==> src/rtl/keypad_led_pkg.sv <==
// Shared types and the key-code to LED-index mapping for the keypad LED sequencer.
// Keys are numbered row-major on the pad, but the LEDs are wired column-major.
package keypad_led_pkg;

    typedef enum logic [1:0] {
        IDLE = 2'd0,
        STEP = 2'd1,
        GAP  = 2'd2
    } seq_state_t;

    // Returns -1 for codes that do not name a key (0 or beyond the pad).
    function automatic int key_to_index(input int code, input int rows, input int cols);
        if (code < 1 || code > rows * cols) begin
            return -1;
        end
        return ((code - 1) % cols) * rows + (code - 1) / cols;
    endfunction

endpackage

==> src/rtl/keypad_led_map.sv <==
// Combinational key-code to one-hot LED decoder; unmapped codes decode to all-off.
module keypad_led_map
    import keypad_led_pkg::*;
#(
    parameter int ROWS   = 4,
    parameter int COLS   = 3,
    parameter int CODE_W = 4
) (
    input  logic [CODE_W-1:0]    code,
    output logic [ROWS*COLS-1:0] onehot
);

    // The mapping is a bijection, so every LED bit is driven by exactly one key.
    for (genvar k = 1; k <= ROWS * COLS; k++) begin : g_key
        localparam int BIT = key_to_index(k, ROWS, COLS);
        assign onehot[BIT] = (32'(code) == 32'(k));
    end

endmodule

==> src/rtl/keypad_led_sequencer.sv <==
// Keypad code buffer with a static OR display and a timed step/gap playback.
// Optional build macro KEYPAD_LED_BLINK_EN makes the idle display blink.
//
// state | meaning
// IDLE  | static display of all stored codes; writes and start accepted
// STEP  | one stored code lit for STEP_CYCLES
// GAP   | all LEDs off for GAP_CYCLES between steps
module keypad_led_sequencer
    import keypad_led_pkg::*;
#(
    parameter int ROWS        = 4,
    parameter int COLS        = 3,
    parameter int CODE_W      = 4,
    parameter int DEPTH       = 12,
    parameter int STEP_CYCLES = 25000000,
    parameter int GAP_CYCLES  = 12500000
`ifdef KEYPAD_LED_BLINK_EN
    ,
    parameter int BLINK_CYCLES = 12500000
`endif
) (
    input  logic                         CLOCK_50,
    input  logic                         Reset,
    input  logic                         clear,
    input  logic                         wr_valid,
    input  logic [CODE_W-1:0]            wr_code,
    output logic                         wr_ready,
    input  logic                         mode,
    input  logic                         start,
    output logic                         busy,
    output logic                         done,
    output logic [$clog2(DEPTH+1)-1:0]   count,
    output logic [ROWS*COLS-1:0]         led
);

    localparam int NUM_KEYS = ROWS * COLS;
    localparam int CNT_W    = $clog2(DEPTH + 1);
    localparam int IDX_W    = (DEPTH > 1) ? $clog2(DEPTH) : 1;
    localparam logic [31:0] STEP_LOAD = 32'(STEP_CYCLES - 1);
    localparam logic [31:0] GAP_LOAD  = (GAP_CYCLES > 0) ? 32'(GAP_CYCLES - 1) : 32'd0;

    seq_state_t          state, state_next;
    logic [31:0]         timer, timer_next;
    logic [IDX_W-1:0]    index, index_next;
    logic                done_next;
    logic [NUM_KEYS-1:0] led_next;
    logic [NUM_KEYS-1:0] static_pat, static_disp, step_hot;
    logic [CODE_W-1:0]   buffer [DEPTH];
    logic [NUM_KEYS-1:0] entry_hot [DEPTH];
    logic [DEPTH-1:0]    entry_valid;
    logic                wr_accept, last_entry, launch;

    assign wr_ready   = (count < CNT_W'(DEPTH)) && (state == IDLE) && !clear;
    assign wr_accept  = wr_valid && wr_ready;
    assign busy       = (state != IDLE);
    assign last_entry = ((CNT_W'(index) + CNT_W'(1)) == count);
    // A write in the start cycle counts, so an empty buffer can still launch.
    assign launch     = start && mode && ((count != '0) || wr_accept);

    // Storage is never reset: entries at or beyond count are never displayed.
    always_ff @(posedge CLOCK_50) begin
        if (wr_accept) begin
            buffer[count[IDX_W-1:0]] <= wr_code;
        end
    end

    for (genvar i = 0; i < DEPTH; i++) begin : g_entry
        keypad_led_map #(
            .ROWS   (ROWS),
            .COLS   (COLS),
            .CODE_W (CODE_W)
        ) u_map (
            .code   (buffer[i]),
            .onehot (entry_hot[i])
        );
        assign entry_valid[i] = (count > CNT_W'(i));
    end

    always_comb begin
        static_pat = '0;
        for (int i = 0; i < DEPTH; i++) begin
            if (entry_valid[i]) begin
                static_pat = static_pat | entry_hot[i];
            end
        end
    end

    keypad_led_map #(
        .ROWS   (ROWS),
        .COLS   (COLS),
        .CODE_W (CODE_W)
    ) u_step_map (
        .code   (buffer[index]),
        .onehot (step_hot)
    );

`ifdef KEYPAD_LED_BLINK_EN
    localparam logic [31:0] BLINK_LOAD = 32'(BLINK_CYCLES - 1);

    logic [31:0] blink_timer;
    logic        blink_on;

    always_ff @(posedge CLOCK_50) begin
        if (!Reset || clear) begin
            blink_timer <= BLINK_LOAD;
            blink_on    <= 1'b1;
        end else if (blink_timer == '0) begin
            blink_timer <= BLINK_LOAD;
            blink_on    <= ~blink_on;
        end else begin
            blink_timer <= blink_timer - 32'd1;
        end
    end

    assign static_disp = blink_on ? static_pat : '0;
`else
    assign static_disp = static_pat;
`endif

    always_comb begin
        state_next = state;
        timer_next = timer;
        index_next = index;
        done_next  = 1'b0;
        led_next   = '0;

        if (clear) begin
            state_next = IDLE;
        end else begin
            case (state)
                IDLE: begin
                    led_next = static_disp;
                    if (launch) begin
                        state_next = STEP;
                        timer_next = STEP_LOAD;
                        index_next = '0;
                    end
                end
                STEP: begin
                    led_next = step_hot;
                    if (timer != '0) begin
                        timer_next = timer - 32'd1;
                    end else if (GAP_CYCLES > 0) begin
                        state_next = GAP;
                        timer_next = GAP_LOAD;
                    end else if (last_entry) begin
                        state_next = IDLE;
                        done_next  = 1'b1;
                    end else begin
                        index_next = index + IDX_W'(1);
                        timer_next = STEP_LOAD;
                    end
                end
                GAP: begin
                    if (timer != '0) begin
                        timer_next = timer - 32'd1;
                    end else if (last_entry) begin
                        state_next = IDLE;
                        done_next  = 1'b1;
                    end else begin
                        state_next = STEP;
                        index_next = index + IDX_W'(1);
                        timer_next = STEP_LOAD;
                    end
                end
                default: begin
                    state_next = IDLE;
                end
            endcase
        end
    end

    always_ff @(posedge CLOCK_50) begin
        if (!Reset) begin
            state <= IDLE;
            timer <= '0;
            index <= '0;
            done  <= 1'b0;
            led   <= '0;
            count <= '0;
        end else begin
            state <= state_next;
            timer <= timer_next;
            index <= index_next;
            done  <= done_next;
            led   <= led_next;
            if (clear) begin
                count <= '0;
            end else if (wr_accept) begin
                count <= count + CNT_W'(1);
            end
        end
    end

endmodule

==> config.mk <==
export PLATFORM = sky130hd
export DESIGN_NAME = keypad_led_sequencer
export DESIGN_NICKNAME = d
export VERILOG_FILES = /design/src/rtl/keypad_led_pkg.sv /design/src/rtl/keypad_led_map.sv /design/src/rtl/keypad_led_sequencer.sv
export SDC_FILE = /design/constraint.sdc
export NUM_CORES = 1
export LEC_CHECK = 0
export ABC_AREA = 1
export CAP_MARGIN = 15
export CELL_PAD_IN_SITES_DETAIL_PLACEMENT = 2
export CELL_PAD_IN_SITES_GLOBAL_PLACEMENT = 2
export CORE_ASPECT_RATIO = 2
export CORE_MARGIN = 2
export CORE_UTILIZATION = 37
export CTS_CLUSTER_SIZE = 8
export DETAILED_ROUTE_END_ITERATION = 10
export PLACE_DENSITY = 0.91
export SETUP_SLACK_MARGIN = 0.4
export SLEW_MARGIN = 10
export SYNTH_ARGS = -nofsm -noshare
export SYNTH_HDL_FRONTEND = slang
export SYNTH_SLANG_ARGS = --single-unit
==> constraint.sdc <==
create_clock -name CLOCK_50 -period 4 [get_ports CLOCK_50]
set_clock_uncertainty 0.15 [all_clocks]
set_input_delay 0.8 -clock CLOCK_50 [delete_from_list [all_inputs] [get_ports CLOCK_50]]
set_output_delay 0.8 -clock CLOCK_50 [all_outputs]
set_load 0.05 [all_outputs]
# [Word-level counts from Yosys, hierarchy flattened]
# Memory sizes are Yosys's and may differ from the RTL's. A register that Yosys moved wholly into a read port is not among the register bits.
# Index checks and enable logic that the tools add are counted.
[word_totals] elab_cells=251 output_inout_bits=19 n_memories=1 reg_bits=55 ramBits=48
[mem_list] memory="buffer" words=12 width=4 read_ports=13 rd_ports_with_merged_regs=1 write_ports=1 line_no="keypad_led_sequencer.sv:48" text="logic [CODE_W-1:0] buffer [DEPTH];"
[classes] n_bitwise=14 n_mux=32 n_lt_le_gt_ge=13 eq_ne=164 add_sub_neg=3 n_reduce_logical=18
[ops] cell="4-bit equality test, second input constant" count=65
[ops] cell="4-bit by 3-bit equality test with 1-bit output, second input constant" count=52
[ops] cell="12-bit 2-to-1 mux" count=12
[ops] cell="12-bit bitwise OR" count=11
[ops] cell="32-bit 2-to-1 mux" count=4
[ops] cell="4-bit by 2-bit equality test with 1-bit output, second input constant" count=26
[ops] cell="32-bit case mux with 3 select lines" count=1
[ops] cell="4-bit by 1-bit equality test with 1-bit output, second input constant" count=13
[ops] cell="32-bit nonzero test" count=1
[ops] cell="32-bit by 1-bit subtractor with 32-bit output, second input constant" count=1
[ops] cell="12-bit case mux with 2 select lines" count=1
[ops] cell="4-bit 2-to-1 mux" count=5
[ops] cell="4-bit by 3-bit > comparator with 1-bit output, second input constant" count=4
[ops] cell="4-bit > comparator, second input constant" count=4
[ops] cell="4-bit by 1-bit adder with 4-bit output, second input constant" count=2
[ops] cell="4-bit by 1-bit > comparator with 1-bit output, second input constant" count=2
[ops] cell="4-bit by 2-bit > comparator with 1-bit output, second input constant" count=2
[ops] cell="2-bit != test, second input constant" count=4
[ops] cell="4-bit case mux with 2 select lines" count=1
[ops] cell="2-bit 2-to-1 mux" count=3
[ops] cell="2-bit case mux with 3 select lines" count=1
[ops] cell="1-bit logical AND" count=5
[ops] cell="5-bit AND reduction" count=1
[ops] cell="4-bit equality test" count=1
[ops] cell="other kinds (16)" count=22

# [Longest topological paths before layout]
# Gate-level depths: netlist (run 1).
# An unclocked memory read counts as a cell.
[logic_depth] depth_word=26 depth_mapped=15 mapped_depth_nobuf=13

# [Cells and area by module]
# Synthesis (run 1) repeated with hierarchy kept, for this count alone.
[unflattened] cells_unflattened=1322 area_unflattened_um2=8544.4
[by_module_without_submodules] mod="keypad_led_sequencer" seq_area_each_um2=3103.0 area_each_um2=7308.3 instances=1 cells_per_inst=1010
[by_module_without_submodules] mod="keypad_led_map" seq_area_each_um2=0.0 area_each_um2=95.1 instances=13 cells_per_inst=24

# [Worst setup path after synthesis (run 1)]
# Ideal clock, no wire load.
[synth_path] kind="register to register" start="register state[0]" end="memory buffer[11][0] (enable)" path_buffers=0 path_stages_with_launch=7 slack_ns=0.825 required_ns=3.518 arrival_ns=2.694 synth_period_minus_slack_ns=3.175 cell_sequence="dfxtp_1 inv_1 ha_1 inv_1 nor3_1 nand4_1 nor2_1"
[synth_between] elab_chain_len=6
[synth_rtl] element="from (decl)" line_no="keypad_led_sequencer.sv:42" text="seq_state_t state, state_next;"
[synth_rtl] element="from (signal assigned)" line_no="keypad_led_sequencer.sv:182" text="state <= state_next;"
[synth_rtl] element="2-bit zero test" line_no="keypad_led_sequencer.sv:53" text="assign wr_ready = (count < CNT_W'(DEPTH)) && (state == IDLE) && !clear;"
[synth_rtl] element="1-bit logical AND (2 in series)" line_no="keypad_led_sequencer.sv:53"
[synth_rtl] element="via wr_ready" line_no="keypad_led_sequencer.sv:27" text="output logic wr_ready,"
[synth_rtl] element="1-bit logical AND" line_no="keypad_led_sequencer.sv:54" text="assign wr_accept = wr_valid && wr_ready;"
[synth_rtl] element="1-bit 2-to-1 mux" line_no="keypad_led_sequencer.sv:62" text="if (wr_accept) begin"
[synth_rtl] element="1-bit 2-to-1 mux (implied by the code)" line_no="keypad_led_sequencer.sv:63" text="buffer[count[IDX_W-1:0]] <= wr_code;"
[synth_rtl] element="to (decl)" line_no="keypad_led_sequencer.sv:48"
# The timed path passes the listed nets, and every way through them passes these cells.

# [Worst setup path after layout (run 1)]
[layout_path] start="register count[2]" end="output port wr_ready"
[layout_between] elab_chain_len=3
[layout_rtl] element="from (decl)" line_no="keypad_led_sequencer.sv:32" text="output logic [$clog2(DEPTH+1)-1:0] count,"
[layout_rtl] element="from (signal assigned)" line_no="keypad_led_sequencer.sv:190" text="count <= count + CNT_W'(1);"
[layout_rtl] element="4-bit less-than comparator" line_no="keypad_led_sequencer.sv:53"
[layout_rtl] element="1-bit logical AND (2 in series)" line_no="keypad_led_sequencer.sv:53"
[layout_rtl] element="to (decl)" line_no="keypad_led_sequencer.sv:27"
# No other way between the ends.

==> impl_metrics.env, run 1 <==
export IMPL_antenna_cells=0
export IMPL_cts_setup_buffers=0
export IMPL_synth_edf_count=64
export IMPL_synth_top_cell_by_area="edfxtp_1"
export IMPL_final_max_slew_viol_count=0
export IMPL_fin_area_mm2=0.00920
export IMPL_maxClockFrequency_ghz=0.295
export IMPL_pwr_density_cell_mw_per_mm2=435
export IMPL_setup_slack_ns=0.614
export IMPL_gp_congestion=1.04
export IMPL_grt_pass1_vias=10400
export IMPL_die_y_um=212
export IMPL_r2r_slack_ns=0.65
export IMPL_ant_nets=0
export IMPL_crit_required_ns=3.05
export IMPL_finalHoldViolCount=0
export IMPL_h_tree_depth=4
export IMPL_max_slew_worst_pin_slew_ns=1.09
export IMPL_grtUsageTotal_pct=38.6
export IMPL_ios=29
export IMPL_synth_main_ff_cell="edfxtp_1"
export IMPL_remaining_drc_errors=0
export IMPL_grt_antenna_before_repair=0
export IMPL_initialDrtViolationCount=522
export IMPL_die_width_um=108
export IMPL_rows=76
export IMPL_yosysMostFrequentCell="nand2_1"
export IMPL_num_vias=9161
export IMPL_cts_made_buffers=17
export IMPL_crit_type="reg -> out"
export IMPL_start_util_pct=37.4
export IMPL_clock_latency_ns=0.46
export IMPL_power_w=0.00400
export IMPL_synthTopCellsByCount="367 x nand2_1, 243 x nor2_1, 150 x inv_1"
export IMPL_grt_max_degree=33
export IMPL_layout_drive_gt1_share_pct=5.16
export IMPL_dp_cells=1540
export IMPL_synth_area_leaders="edfxtp_1 24%, nand2_1 17%, dfxtp_1 15%"
export IMPL_multi_input_area_mm2=0.00423
export IMPL_finalSetupViolCount=0
export IMPL_max_cap_violations=0
export IMPL_pre_cts_slack_ns=0.635
export IMPL_slowest_stage="dfxtp_1"
export IMPL_syn_avg_cell_area_um2=6.45
export IMPL_seq_area_mm2=0.00310
export IMPL_cts_tree="done"
export IMPL_clkTransAtPathRegs_ns=0.07
export IMPL_ys_warn_count=0
export IMPL_grt_first_pass_wirelength_mm=63.2
export IMPL_dpl_cell_area_mm2=0.00861
export IMPL_cpPeakStageDelay_ns=0.76
export IMPL_rsz0062_at_grt="no"
export IMPL_syn_to_final_growth_pct=14.9
export IMPL_status="finished clean"
export IMPL_cp_max_fo=10
export IMPL_worst_ep_arrival_time_ns=2.44
export IMPL_hold_path_class="reg -> reg"
export IMPL_dp_hpwl_mm=30.4
export IMPL_die_area_mm2=0.0229
export IMPL_yosysTopAreaCellShare_pct=24.0
export IMPL_end_kind="primary output"
export IMPL_cts_sinks=123
export IMPL_nNetsFinal=1306
export IMPL_ys_seq_area_share_pct=38.7
export IMPL_numPortBuffers=28
export IMPL_synthCells=1241
export IMPL_grt_overflow=0
export IMPL_setup_tns_ns=0
export IMPL_routed_wl_mm=42.7
export IMPL_fill_cells=2654
export IMPL_post_route_period_util_pct=84.7
export IMPL_async_flop_share_pct=0
export IMPL_coreArea_mm2=0.0214
export IMPL_post_drt_wl_per_cell_um=27.1
export IMPL_drt_pass1_iterations=5
export IMPL_min_period_ns=3.39
export IMPL_ys_types=34
export IMPL_max_slew_margin_pct=27.1
export IMPL_cts_hold_buf=0
export IMPL_critPathLaunchType="flop"
export IMPL_ys_ff_latch=123
export IMPL_routed_via_density=5.83
export IMPL_path_cells="nand2_4 -> inv_1 -> nor3_1 -> dlygate4sd2_1"
export IMPL_cts_buffer_depth=2
export IMPL_final_instance_count_excl_fill=1572
export IMPL_cts_root_buf="clkbuf_16"
export IMPL_vdd_drop_max_mv=0.329
export IMPL_p_leak_nw=4.22
export IMPL_syn_cell_area_mm2=0.00801
[path summary, 6_finish.rpt]
check / from / to / cells after the start
max: count[2] / wr_ready / 4
min: timer[1] / timer[1] / 2
max reg2reg: count[1] / flop / 11
min reg2reg: timer[1] / timer[1] / 2
[logic make-up after synthesis]
logic type | count (synthesis) | synth area share [%]
AND/OR/NAND/NOR | 811 | 42.4
buffers and inverters | 183 | 9.25
flip-flops | 123 | 38.7
AO/OA/AOI/OAI | 99 | 6.45
XOR/XNOR | 14 | 1.53
adder cells (fa/ha/maj) | 10 | 1.56
other | 1 | 0.0468
[worst max-delay path: cells and delay by family (launching register included)]
kind / cells / cell delay [ns]
buf+inv: 2 / 0.81
flops: 1 / 0.76
simple gates: 2 / 0.38
[layout make-up]
class / instances / share of cell area [%]
Clock inverter: 15 / 1.81
Tap cell: 273 / 3.71
Timing Repair Buffer: 38 / 3.85
Multi-Input combinational cell: 950 / 45.9
Clock buffer: 17 / 4.62
Sequential cell: 123 / 33.7
Inverter: 156 / 6.36
[power breakdown]
part	switching, W	total [W]	internal [W]	leakage [nW]
Combinational	0.000700	0.000938	0.000238	2.86
Clock	0.000741	0.00163	0.000890	0.291
Sequential	0.0000556	0.00143	0.00138	1.07
[layout by cell type (no fill, tap or decap), types with 9 or more instances in the layout]
| master | Yosys | routed |
|---|---|---|
| a21oi_1 | 40 | 40 |
| conb_1 | 1 | 16 |
| o21ai_0 | 45 | 45 |
| buf_4 | 3 | 10 |
| nand4_1 | 27 | 27 |
| nand2_1 | 367 | 367 |
| clkbuf_16 | 0 | 17 |
| edfxtp_1 | 64 | 64 |
| inv_1 | 150 | 150 |
| clkdlybuf4s50_1 | 0 | 27 |
| xor2_1 | 9 | 9 |
| nand3_1 | 134 | 134 |
| dfxtp_1 | 59 | 59 |
| nor2_1 | 243 | 243 |
| nor3_1 | 21 | 21 |
| ha_1 | 10 | 9 |
[repair_timing]
item / in CTS / in global routing
endpoints found under the hold margin: 0 / 0
resized for setup: 1 / 1
setup endpoints to repair: 1 / 1
[registers in the layout (all words and copies together) (netlist names), named ones only]
signal  cells
buffer     64
led        12
timer      32
count       4
index       4
done        1
state       2
[stage by stage]
step                utilization (%)  hold WS, ns
global route                   43.0        0.408
floorplan                         -        0.309
global placement               40.2        0.325
detailed placement             40.2        0.373
finish                         43.0        0.386
CTS                            43.0        0.381
[per-layer routing]
metal  track usage [%]  vias up  wire (um)
li1                  -     4039          -
met5                 0        -          0
met1              32.2     4486      12800
met2              69.2      369      22400
met4              40.8        0       5380
met3              9.38      267       2030
No activity file was read; power rests on OpenSTA's default activity.
==> inputs of run 2 (changes only) <==
CORE_UTILIZATION = 31   (was 37)
PLACE_DENSITY = 0.81   (was 0.91)
clock period = 2.9 ns   (was 4 ns; I/O delays follow)
==> run 2 against run 1 <==
  * Global-route usage is 9.1 points lower
  * Sequential power is 38% higher
  * Sequential share of layout area is 2.2 points lower
  * Non-clock buffer count is 60 higher
==> impl_metrics.env, run 2 (synthesized netlist as in run 1, its figures left out) <==
export IMPL_status="finished clean"
export IMPL_ant_nets=0
export IMPL_die_area_mm2=0.0272
export IMPL_r2r_start="timer[13]"
export IMPL_syn_to_final_growth_pct=23.1
export IMPL_rsz0062_at_grt="no"
export IMPL_num_vias=8982
export IMPL_numPortBuffers=28
export IMPL_worst_ep_arrival_time_ns=2.70
export IMPL_end_kind="flop"
export IMPL_r2r_cells=11
export IMPL_pwr_density_cell_mw_per_mm2=546
export IMPL_cp_startpoint="timer[13]"
export IMPL_grt_first_pass_wirelength_mm=59.1
export IMPL_antenna_cells=0
export IMPL_grt_max_degree=33
export IMPL_post_drt_wl_per_cell_um=23.7
export IMPL_final_common_cell="nand2_1"
export IMPL_cts_hold_buf=0
export IMPL_max_slew_worst_pin_slew_ns=0.672
export IMPL_grt_antenna_before_repair=0
export IMPL_fin_area_mm2=0.00986
export IMPL_max_cap_violations=0
export IMPL_final_max_slew_viol_count=0
export IMPL_worstHoldStart="timer[10]"
export IMPL_setup_slack_ns=0.392
export IMPL_layout_drive_gt1_share_pct=11.2
export IMPL_finalSetupViolCount=0
export IMPL_ios=29
export IMPL_p_leak_nw=4.56
export IMPL_cts_made_buffers=17
export IMPL_setup_tns_ns=0
export IMPL_p_seq_share_pct=36.5
export IMPL_grt_overflow=0
export IMPL_p_sw_share_pct=35.1
export IMPL_coreArea_mm2=0.0255
export IMPL_crit_required_ns=3.09
export IMPL_drt_pass1_iterations=4
export IMPL_hold_path_class="reg -> reg"
export IMPL_whs_ns=0.363
export IMPL_post_route_period_util_pct=86.5
export IMPL_gp_congestion=1.00
export IMPL_dpl_cell_area_mm2=0.00909
export IMPL_p_int_w=0.00350
export IMPL_slowest_stage="dfxtp_1"
export IMPL_crit_end="index[2]"
export IMPL_dp_hpwl_mm=31.7
export IMPL_comb_power_share_pct=25.6
export IMPL_grtUsageTotal_pct=29.6
export IMPL_cts_root_buf="clkbuf_16"
export IMPL_finalHoldViolCount=0
export IMPL_initialDrtViolationCount=348
export IMPL_maxClockFrequency_ghz=0.399
export IMPL_final_util_pct=38.6
export IMPL_r2r_slack_ns=0.39
export IMPL_min_period_ns=2.51
export IMPL_cpPeakStageDelay_ns=0.36
export IMPL_largest_reg_flops=64
export IMPL_routed_via_density=5.27
export IMPL_vdd_drop_max_mv=0.300
export IMPL_critPathLaunchType="flop"
export IMPL_mostFrequentLayoutCells="365 x nand2_1, 237 x nor2_1, 147 x inv_1"
export IMPL_start_util_pct=31.4
export IMPL_clkPwrFrac_pct=37.9
export IMPL_rows=83
export IMPL_die_y_um=231
export IMPL_routed_wl_mm=40.3
export IMPL_nNetsFinal=1370
export IMPL_die_width_um=118
export IMPL_r2r_end="index[2]"
export IMPL_crit_type="reg -> reg"
export IMPL_cts_buffer_depth=2
export IMPL_clkTransAtPathRegs_ns=0.06
export IMPL_max_slew_margin_pct=54.9
export IMPL_path_cells="nor2_1 -> nand2_1 -> nor2_1 -> nand2_1 -> nor2_2 -> nor2_1 -> nor2_1 -> nand3_1 -> nand2_1 -> nand2_1 -> nor2_2"
export IMPL_cts_sinks=123
export IMPL_cp_max_fo=5
export IMPL_cts_tree="done"
export IMPL_remaining_drc_errors=0
export IMPL_p_sw_w=0.00189
export IMPL_grt_pass1_vias=10100
export IMPL_h_tree_depth=4
export IMPL_clock_latency_ns=0.44
export IMPL_pre_cts_slack_ns=-0.479
==> run 2: through the flow <==
stage / power [W] / cells
4_1_cts: 0.00532 / 1691
3_3_place_gp: 0.00320 / 1655
3_5_place_dp: 0.00325 / 1655
2_1_floorplan: 0.00277 / 1256
5_1_grt: 0.00564 / 1703
6_report: 0.00539 / 1703
==> run 2: how the worst min path moves through the flow <==
| stage | slack, ns | cells after the start | end |
|---|---|---|---|
| detailed placement | 0.36 | 2 | timer[10] |
| finish | 0.36 | 2 | timer[10] |
| CTS | 0.36 | 2 | timer[10] |
| global route | 0.39 | 2 | timer[10] |
| global placement | 0.34 | 2 | timer[30] |
| floorplan | 0.31 | 2 | timer[30] |
==> run 2: per-layer routing <==
metal | global-route usage, % | share of wire (%) | vias to the layer above
met3 | 4.55 | 2.6 | 184
met1 | 22.5 | 29 | 4389
met2 | 59.1 | 56 | 244
met4 | 30.2 | 12 | 0
met5 | 0 | 0 | -
li1 | - | - | 4165
==> run 2: cell type report <==
cell class	count	area, um^2
repair buffers	98	838
clock buffers	18	429
clock inverters	14	124
inverters	156	596
well taps	340	425
multi-input cells	954	4340
fillers	3189	15700
flip-flops and latches	123	3110
==> run 2: repair_timing <==
item,CTS,global route
pin swaps,2,7
cloned,2,2
endpoints found under the setup margin,49,49
buffers inserted,2,10
gates resized for setup,17,16
==> run 2: power groups by stage <==
| stage | logic [W] | registers, W | clock network, W |
|---|---|---|---|
| floorplan | 0.000787 | 0.00198 | 0 |
| global placement | 0.00120 | 0.00199 | 0 |
| detailed placement | 0.00125 | 0.00200 | 0 |
| CTS | 0.00129 | 0.00196 | 0.00207 |
| global route | 0.00152 | 0.00197 | 0.00215 |
| finish | 0.00138 | 0.00197 | 0.00204 |
==> run 2: worst max-delay path, delay by kind of cell (launching register included) <==
| family | cells | cell delay (ns) |
|---|---|---|
| simple gates | 11 | 1.89 |
| flops | 1 | 0.36 |
==> inputs of run 3 (changes only) <==
TNS_END_PERCENT = 5   (was not set)
==> run 3 against run 2 <==
  * Hold slack better by 0.011 ns
  * Wire length down 1.9%
  * First-iteration DRC count up 2.0%
  * Clock power about the same
  * Fmax up 0.56%
  * Flip-flop and latch count unchanged
  * Cell area down 2.4%
  * Combinational power down 7%
  * Non-clock buffer count down 26
  * Core utilization down 0.94 points
  * Largest cell class unchanged
==> impl_metrics.env, run 3 (synthesized netlist as in run 1, its figures left out) <==
export IMPL_ant_nets=0
export IMPL_rsz0062_at_grt="yes"
export IMPL_routed_wl_met2_mm=22.1
export IMPL_finalSetupViolCount=0
export IMPL_grt_antenna_before_repair=0
export IMPL_grt_first_pass_wirelength_mm=58.8
export IMPL_remaining_drc_errors=0
export IMPL_cpPeakStageDelay_ns=0.85
export IMPL_layout_drive_gt1_share_pct=8.98
export IMPL_largest_reg_flops=64
export IMPL_num_vias=8903
export IMPL_path_cells="clkdlybuf4s50_1"
export IMPL_maxClockFrequency_ghz=0.401
export IMPL_rows=83
export IMPL_max_slew_worst_pin_slew_ns=0.800
export IMPL_dpl_cell_area_mm2=0.00894
export IMPL_cts_made_buffers=17
export IMPL_routed_wl_mm=39.5
export IMPL_final_max_slew_viol_count=0
export IMPL_dp_cells=1638
export IMPL_max_cap_violations=0
export IMPL_die_area_mm2=0.0272
export IMPL_post_route_period_util_pct=86.0
export IMPL_min_period_ns=2.49
export IMPL_grtUsageTotal_pct=29.4
export IMPL_cp_max_fo=7
export IMPL_ios=29
export IMPL_hold_path_class="reg -> reg"
export IMPL_seq_area_mm2=0.00311
export IMPL_cts_tree="done"
export IMPL_nNetsFinal=1343
export IMPL_multi_input_area_mm2=0.00432
export IMPL_crit_family="buffers and inverters"
export IMPL_gp_congestion=0.962
export IMPL_final_instance_count_excl_fill=1676
export IMPL_crit_type="reg -> out"
export IMPL_crit_buf_inv=1
export IMPL_grt_overflow=0
export IMPL_h_tree_depth=4
export IMPL_highest_layer="met4"
export IMPL_clkTransAtPathRegs_ns=0.06
export IMPL_coreArea_mm2=0.0255
export IMPL_cts_buffer_depth=2
export IMPL_final_common_cell="nand2_1"
export IMPL_clock_latency_ns=0.44
export IMPL_end_kind="primary output"
export IMPL_syn_to_final_growth_pct=20.1
export IMPL_finalHoldViolCount=0
export IMPL_status="finished clean"
export IMPL_antenna_cells=0
export IMPL_fill_cells=3221
export IMPL_start_util_pct=31.4
export IMPL_routed_via_density=5.31
export IMPL_setup_tns_ns=0
export IMPL_dp_hpwl_mm=31.2
export IMPL_wl_met3_um=957
export IMPL_drt_met1_wl_mm=11.6
export IMPL_drt_pass1_iterations=5
export IMPL_whs_ns=0.374
export IMPL_mostFrequentLayoutCells="367 x nand2_1, 239 x nor2_1, 150 x inv_1"
export IMPL_initialDrtViolationCount=355
export IMPL_vdd_drop_max_mv=0.300
export IMPL_numPortBuffers=28
export IMPL_post_drt_wl_per_cell_um=23.6
export IMPL_die_width_um=118
export IMPL_fin_area_mm2=0.00962
export IMPL_critPathLaunchType="flop"
export IMPL_crit_required_ns=2.17
export IMPL_worst_ep_arrival_time_ns=1.76
export IMPL_die_y_um=231
export IMPL_cts_root_buf="clkbuf_16"
export IMPL_p_leak_nw=4.42
export IMPL_slowest_stage="clkdlybuf4s50_1"
export IMPL_grt_max_degree=33
export IMPL_max_slew_margin_pct=46.5
export IMPL_pwr_density_cell_mw_per_mm2=552
export IMPL_cts_sinks=123
export IMPL_grt_pass1_vias=9996
[run 3: cell count changes in the layout (fill, tap and decap cells not counted), moves of 3 or more]
| cell | before | now |
|---|---|---|
| inv_1 | 147 | 150 |
| inv_6 | 2 | 5 |
| nor2_2 | 7 | 4 |
| inv_8 | 0 | 3 |
| dlygate4sd2_1 | 3 | 0 |
| clkinv_2 | 5 | 2 |
| buf_4 | 68 | 44 |
[run 3: where the power goes]
group          switching, W  internal, W
clock              0.000946      0.00112
combinational      0.000911     0.000367
sequential        0.0000647      0.00190
[run 3: area by class of cell]
class                      count  area share [%]
multi-input combinational    953            44.9
sequential                   123            32.3
timing repair buffer          72            6.49
inverter                     156            6.15
clock buffer                  17            4.42
tap                          340            4.42
clock inverter                15            1.35
[run 3: repair_timing]
| action | 4_1_cts | 5_1_grt |
|---|---|---|
| resized for setup | 1 | 23 |
| setup endpoints to repair | 50 | 62 |
| pin swaps | 1 | 3 |
| buffers inserted | 1 | 2 |
| cloned | 2 | 1 |
| hold buffers | 0 | 0 |
| hold endpoints to repair | 0 | 0 |
[run 3: worst paths after layout]
kind                                start   endpoint  slack [ns]  cells after the start
worst min-delay path            timer[30]  timer[30]        0.37                      2
worst min register to register  timer[30]  timer[30]        0.37                      2
worst max-delay path             count[3]   count[3]        0.41                      1
worst max register to register  timer[20]       flop        0.43                      9
[run 3: per-layer routing]
metal	track usage, %	up-vias
li1	-	4118
met1	22.6	4354
met2	58.1	237
met3	3.86	194
met4	31.8	0
met5	0	-
[run 3: metrics by stage]
step           util (%)  total power, W  setup slack, ns
3_5_place_dp       35.0         0.00322           -0.555
6_report           37.7         0.00531            0.406
3_3_place_gp       35.0         0.00316           -0.398
2_1_floorplan         -         0.00277            0.344
5_1_grt            37.7         0.00556            0.328
4_1_cts            37.3         0.00532            0.205
[run 3: worst reg2reg max path, delay by kind of cell (launching register included)]
family | cells | cell delay (ns)
DFF | 1 | 0.38
and+or+nand+nor | 9 | 1.79
